$ cat config.mk
export PLATFORM = sky130hd
export DESIGN_NAME = parity_frame_rx
export DESIGN_NICKNAME = d
export VERILOG_FILES = /design/src/rtl/parity_frame_rx.sv
export SDC_FILE = /design/constraint.sdc
export NUM_CORES = 1
export LEC_CHECK = 0
export CORE_MARGIN = 10
export CORE_UTILIZATION = 40
export DETAILED_ROUTE_END_ITERATION = 12
export GPL_ROUTABILITY_DRIVEN = 0
export PLACE_DENSITY_LB_ADDON = 0.2
export SLEW_MARGIN = 10
export SYNTH_ARGS = -nofsm -noshare
export SYNTH_HDL_FRONTEND = slang
export SYNTH_SLANG_ARGS = --single-unit
$ cat constraint.sdc
create_clock -name clk -period 4 [get_ports clk]
set_input_delay 0.6 -clock clk [delete_from_list [all_inputs] [get_ports clk]]
set_output_delay 0.6 -clock clk [all_outputs]
set_load 0.01 [all_outputs]
$ cat src/rtl/parity_frame_rx.sv
// parity_frame_rx: serial frame receiver (start, DATA_W data, parity, stop) with parity/framing checks; PARITY_ERR_CNT_EN adds a saturating error counter
module parity_frame_rx #(
    parameter int DATA_W     = 4,
    parameter int ODD_PARITY = 0
) (
    input  logic              clk,
    input  logic              rst,
    input  logic              in_bit,
    input  logic              in_valid,
`ifdef PARITY_ERR_CNT_EN
    input  logic              cnt_clr,
    output logic [7:0]        out_err_cnt,
`endif
    output logic [DATA_W-1:0] out_data,
    output logic              out_valid,
    output logic              out_perr,
    output logic              out_ferr,
    output logic              out_busy
);
    localparam int CW = $clog2(DATA_W);
    localparam logic [CW-1:0] LAST = CW'(DATA_W - 1);
    localparam logic ODD = 1'(ODD_PARITY);

    typedef enum logic [1:0] {IDLE, DATA, PARITY, STOP} state_t;

    state_t            state;
    logic [CW-1:0]     bitCnt;
    logic [DATA_W-1:0] shiftReg;
    logic              acc;
    logic              frameDone;
    logic              perrNext;
    logic              ferrNext;

    assign frameDone = in_valid && (state == STOP);
    assign perrNext  = acc != ODD;
    assign ferrNext  = ~in_bit;
    assign out_busy  = state != IDLE;

    // Frame FSM: advances only on qualified bits, publishes the word at the stop bit
    always_ff @(posedge clk) begin
        if (rst) begin
            state     <= IDLE;
            bitCnt    <= '0;
            shiftReg  <= '0;
            acc       <= 1'b0;
            out_data  <= '0;
            out_valid <= 1'b0;
            out_perr  <= 1'b0;
            out_ferr  <= 1'b0;
        end else begin
            out_valid <= frameDone;
            if (frameDone) begin
                out_data <= shiftReg;
                out_perr <= perrNext;
                out_ferr <= ferrNext;
            end
            if (in_valid) begin
                case (state)
                    IDLE: if (!in_bit) begin
                        state  <= DATA;
                        bitCnt <= '0;
                        acc    <= 1'b0;
                    end
                    DATA: begin
                        shiftReg <= {shiftReg[DATA_W-2:0], in_bit};
                        acc      <= acc ^ in_bit;
                        bitCnt   <= bitCnt + 1'b1;
                        if (bitCnt == LAST) state <= PARITY;
                    end
                    PARITY: begin
                        acc   <= acc ^ in_bit;
                        state <= STOP;
                    end
                    STOP: state <= IDLE;
                endcase
            end
        end
    end

`ifdef PARITY_ERR_CNT_EN
    // Saturating count of errored frames, updated alongside the published flags; clear wins
    always_ff @(posedge clk) begin
        if (rst || cnt_clr) out_err_cnt <= 8'h00;
        else if (frameDone && (perrNext || ferrNext) && out_err_cnt != 8'hFF) out_err_cnt <= out_err_cnt + 8'h01;
    end
`endif
endmodule

======== Yosys cells after proc, flatten, opt, wreduce, memory -nomap -nowiden ========
Cells that the tools add are included.
W data, S select, Z words.
storage, ports and cells
  register bits ........................... 16
  word-level logic and storage cells ...... 34
  output and inout bits ................... 8
operators by class
  equality and inequality tests ........... 6
  bitwise logic cells ..................... 2
  mux-type cells .......................... 7
  reductions and logical operators ........ 10
  add/subtract/negate cells ............... 1
operator list
  cell                   count
  $reduce_and A3 Y1      3
  $pmux W2 S4            1
  $eq A2 B2 Y1 const B   3
  $mux W2                3
  $reduce_bool A2 Y1     3
  $ne A2 B2 Y1 const B   2
  $pmux W2 S2            1
  $add A2 B1 Y2 const B  1
  $eq A2 B1 Y1 const B   1
  $logic_not A2 Y1       1
  $pmux W1 S2            1
  $reduce_and A2 Y1      1
  $reduce_or A2 Y1       1
  $logic_and A1 B1 Y1    1
  $mux W1                1
  $not A1 Y1             1
  $xor A1 B1 Y1          1

======== Depth between registers and ports, before layout ========
  depth in word-level cells ............... 4
  depth in mapped cells ................... 5

======== Worst setup path before layout ========
Ideal clock, no wire load.
  path type ............................... reg-to-output
  start point ............................. reg state[0]
  end point ............................... out out_busy
  arrival time ............................ 827 ps
  stages on the path, launching flop included .. 4
  path slack .............................. 2573 ps
  cell sequence ........................... dfxtp_1 > inv_1 > ha_1 > inv_1
on the way
  word-level cells in the longest chain between the ends .. 1
ends and longest elaborated chain
  item                      RTL line  source
  start: declaration        26        state_t state;
  start signal: assignment  42        state <= IDLE;
  start signal: assignment  60        state <= DATA;
  start signal: assignment  68        if (bitCnt == LAST) state <= PARITY;
  $reduce_bool A2 Y1        37        assign out_busy = state != IDLE;
  end: declaration          18        output logic out_busy
No other way between the ends.

======== Final worst setup path ========
Ends and elaborated chain as after synthesis.

==> implementation parameters <==
Parameter                              Value

Floorplanning
  Starting Density    41.4%
  Floorplan die area    4170 um2
  Width of the die    64.6 um
  CORE AREA    1920 um2
  Number of top-level pins    12
  Height of the die    64.6 um
  Row count    16

Final layout
  Final antenna diode count    0
  Final cell count without fillers    126
  Core Util, Final    48.8%
  Most common cell after layout, fill and taps aside    sky130_fd_sc_hd__dfxtp_1
  Most frequent cells in the layout    sky130_fd_sc_hd__dfxtp_1, sky130_fd_sc_hd__nand2_1, sky130_fd_sc_hd__a21oi_1, sky130_fd_sc_hd__clkdlybuf4s50_1, sky130_fd_sc_hd__nand3_1
  Area growth from synthesis to final layout    17.9%
  Fraction of layout instances using a drive strength above 1    8.08%
  Fill cell instance count of the final layout    202
  Final layout net count    112

Clock network
  Num CTS Buffers    3
  H-tree levels    1
  Clock-pin slew on the worst setup and hold paths    0.10 ns
  Clock buffer depth    2
  Clk_lat worst skew    0.29 ns
  Hold Buf Count CTS    0
  Num Clock Sinks    16
  Root Buffer    sky130_fd_sc_hd__clkbuf_4
  Cts repair resizes    0
  Number of buffers added for setup after CTS    0
  Clock tree from TritonCTS    yes

Synthesis
  Syn_area_per_cell    8.94 um2
  Number of warnings printed during yosys synthesis    0
  Post-synthesis sequential area ratio    40.3%
  Synthesized instance count    89
  Post-Syn Nets    101
  Syn Std Cell Area    796 um2
  Flip-flop and latch count after synthesis    16
  Distinct cell type count of the synthesized netlist    23

Global route
  Antenna violations before repair    0
  Most used routing layer in global routing    met2
  Wire length of the first global-routing pass    2.68 mm
  Global routing usage on met1    8.03%
  Total track usage    8.19%
  Pin count of the biggest net entering global routing    20
  Met2 track demand over resource    13.7%
  Number of global-route vias before repair    621
  Overflow after GRT    0
  Met3 demand-to-capacity share in global routing    4.64%

Setup path
  Category of the worst setup path launch point    register
  Type of destination of the critical path    output port
  Critical path class    reg -> out
  Worst endpoint data arrival time    1.71 ns
  Worst Path Required    3.40 ns
  Worst-path maximum fanout    6

Detailed routing
  Number of optimization iterations in the first detailed-route pass    3
  Number of DRC violations after detailed routing    0
  Via count normalized by instance count    5.03
  Via total after detailed routing    634
  WL/cell    11.7 um
  Antenna-violating nets left    0
  Detailed-route wire length    1.47 mm
  DRC marker count from the first detailed-route iteration    8

STA
  Post-Route Setup TNS    0 ns
  RSZ-0062 raised after global routing    false
  Worst slew margin relative to its limit    57.2%
  Share of the clock period used by the worst path after layout    57.8%
  Final worst slack    1.69 ns
  Number of endpoints with negative hold slack in the final report    0
  Max Clock Freq    0.433 GHz
  Worst-case hold slack    0.462 ns
  Worst Clk Skew    0.00133 ns
  Post-layout minimum cycle time    2.31 ns
  Final setup violating endpoints    0
  Worst Max-Slew Pin Slew    0.640 ns
  Final number of max-transition violations    0

Min path
  Path class of the lowest-slack min-delay path    reg -> reg

Placed design
  Placed cell count    122
  Port Buffer Count    11
  Post-placement worst setup slack    1.95 ns
  HPWL after detailed placement    1.10 mm

Power
  Maximum vdd drop    0.000163 V
  Leak pwr    0.339 nW
  Power density relative to cell area    342 nW/um2

Run
  Total of max-cap violations    0

Status
  Result of the run    completed
-- through the flow --
step | area [um2] | total power [W]
after detailed placement | 902 | 0.000217
after global routing | 938 | 0.000342
after CTS | 938 | 0.000326
after global placement | 902 | 0.000216
final | 938 | 0.000321
after floorplan | 796 | 0.000205
-- cells by family (layout without fill, tap and decap cells) --
| logic type | Yosys count | in the layout | share of synthesized area (%) |
|---|---|---|---|
| buffers and inverters | 9 | 19 | 6.60 |
| flip-flops | 16 | 16 | 40.3 |
| AND/OR/NAND/NOR | 36 | 36 | 23.0 |
| adder cells (fa/ha/maj) | 8 | 8 | 12.6 |
| AO/OA/AOI/OAI | 18 | 18 | 15.1 |
| multiplexers | 2 | 2 | 2.52 |
-- report_power, final --
group	switching (W)	leakage [nW]	internal [W]
Clock	0.0000529	0.0210	0.0000554
Sequential	0.00000359	0.129	0.000162
Combinational	0.0000265	0.189	0.0000199
-- state kept, by name, indices dropped and copies added (netlist names) --
| name | count |
|---|---|
| out_data | 4 |
| shiftReg | 4 |
| bitCnt | 2 |
| state | 2 |
| acc | 1 |
| out_ferr | 1 |
| out_perr | 1 |
| out_valid | 1 |
-- final timing paths --
| check | to | slack [ns] | start | cells after the start |
|---|---|---|---|---|
| min | out_data[3]$_SDFFE_PP0P_ | 0.46 | out_data[3]$_SDFFE_PP0P_ | 2 |
| max | out_busy | 1.69 | state[0]$_SDFFE_PP0P_ | 4 |
| max reg2reg | bitCnt[1]$_SDFFE_PP0P_ | 2.53 | state[0]$_SDFFE_PP0P_ | 5 |
| min reg2reg | out_data[3]$_SDFFE_PP0P_ | 0.46 | out_data[3]$_SDFFE_PP0P_ | 2 |
-- cell usage after synthesis (all sizes together) --
library cell / number / area, um2
inv: 4 / 15.0
a311oi: 1 / 8.76
a31oi: 1 / 6.26
and3: 1 / 6.26
ha: 8 / 100
nand2: 12 / 47.6
or3b: 1 / 8.76
a211oi: 1 / 12.5
nand3: 9 / 45.0
a21oi: 12 / 63.8
nand4: 2 / 12.5
a31o: 2 / 17.5
nand3b: 1 / 7.51
a21boi: 1 / 11.3
nor2b: 1 / 6.26
mux2i: 2 / 20.0
nor2: 3 / 11.3
dfxtp: 16 / 320
nand2b: 6 / 37.5
buf: 5 / 37.5
-- critical path: stages (launching register included) --
cell                              delay (ns)
sky130_fd_sc_hd__dfxtp_1                0.45
sky130_fd_sc_hd__inv_1                  0.11
sky130_fd_sc_hd__ha_1                   0.27
sky130_fd_sc_hd__inv_1                  0.07
sky130_fd_sc_hd__clkdlybuf4s50_1        0.52
-- per-layer routing --
metal / part of all wire [%] / vias to the layer above
li1: - / 324
met2: 50 / 9
met4: 1.1 / 0
met5: 0 / -
met3: 5.1 / 2
met1: 44 / 299
-- cell type report --
| type | count | area, um2 | share of cell area (%) |
|---|---|---|---|
| Clock buffer | 4 | 36.3 | 3.87 |
| Inverter | 4 | 15.0 | 1.60 |
| Multi-Input combinational cell | 64 | 423 | 45.1 |
| Sequential cell | 16 | 320 | 34.1 |
| Tap cell | 27 | 33.8 | 3.60 |
| Timing Repair Buffer | 11 | 110 | 11.7 |
No activity file was read; power rests on OpenSTA's default activity.
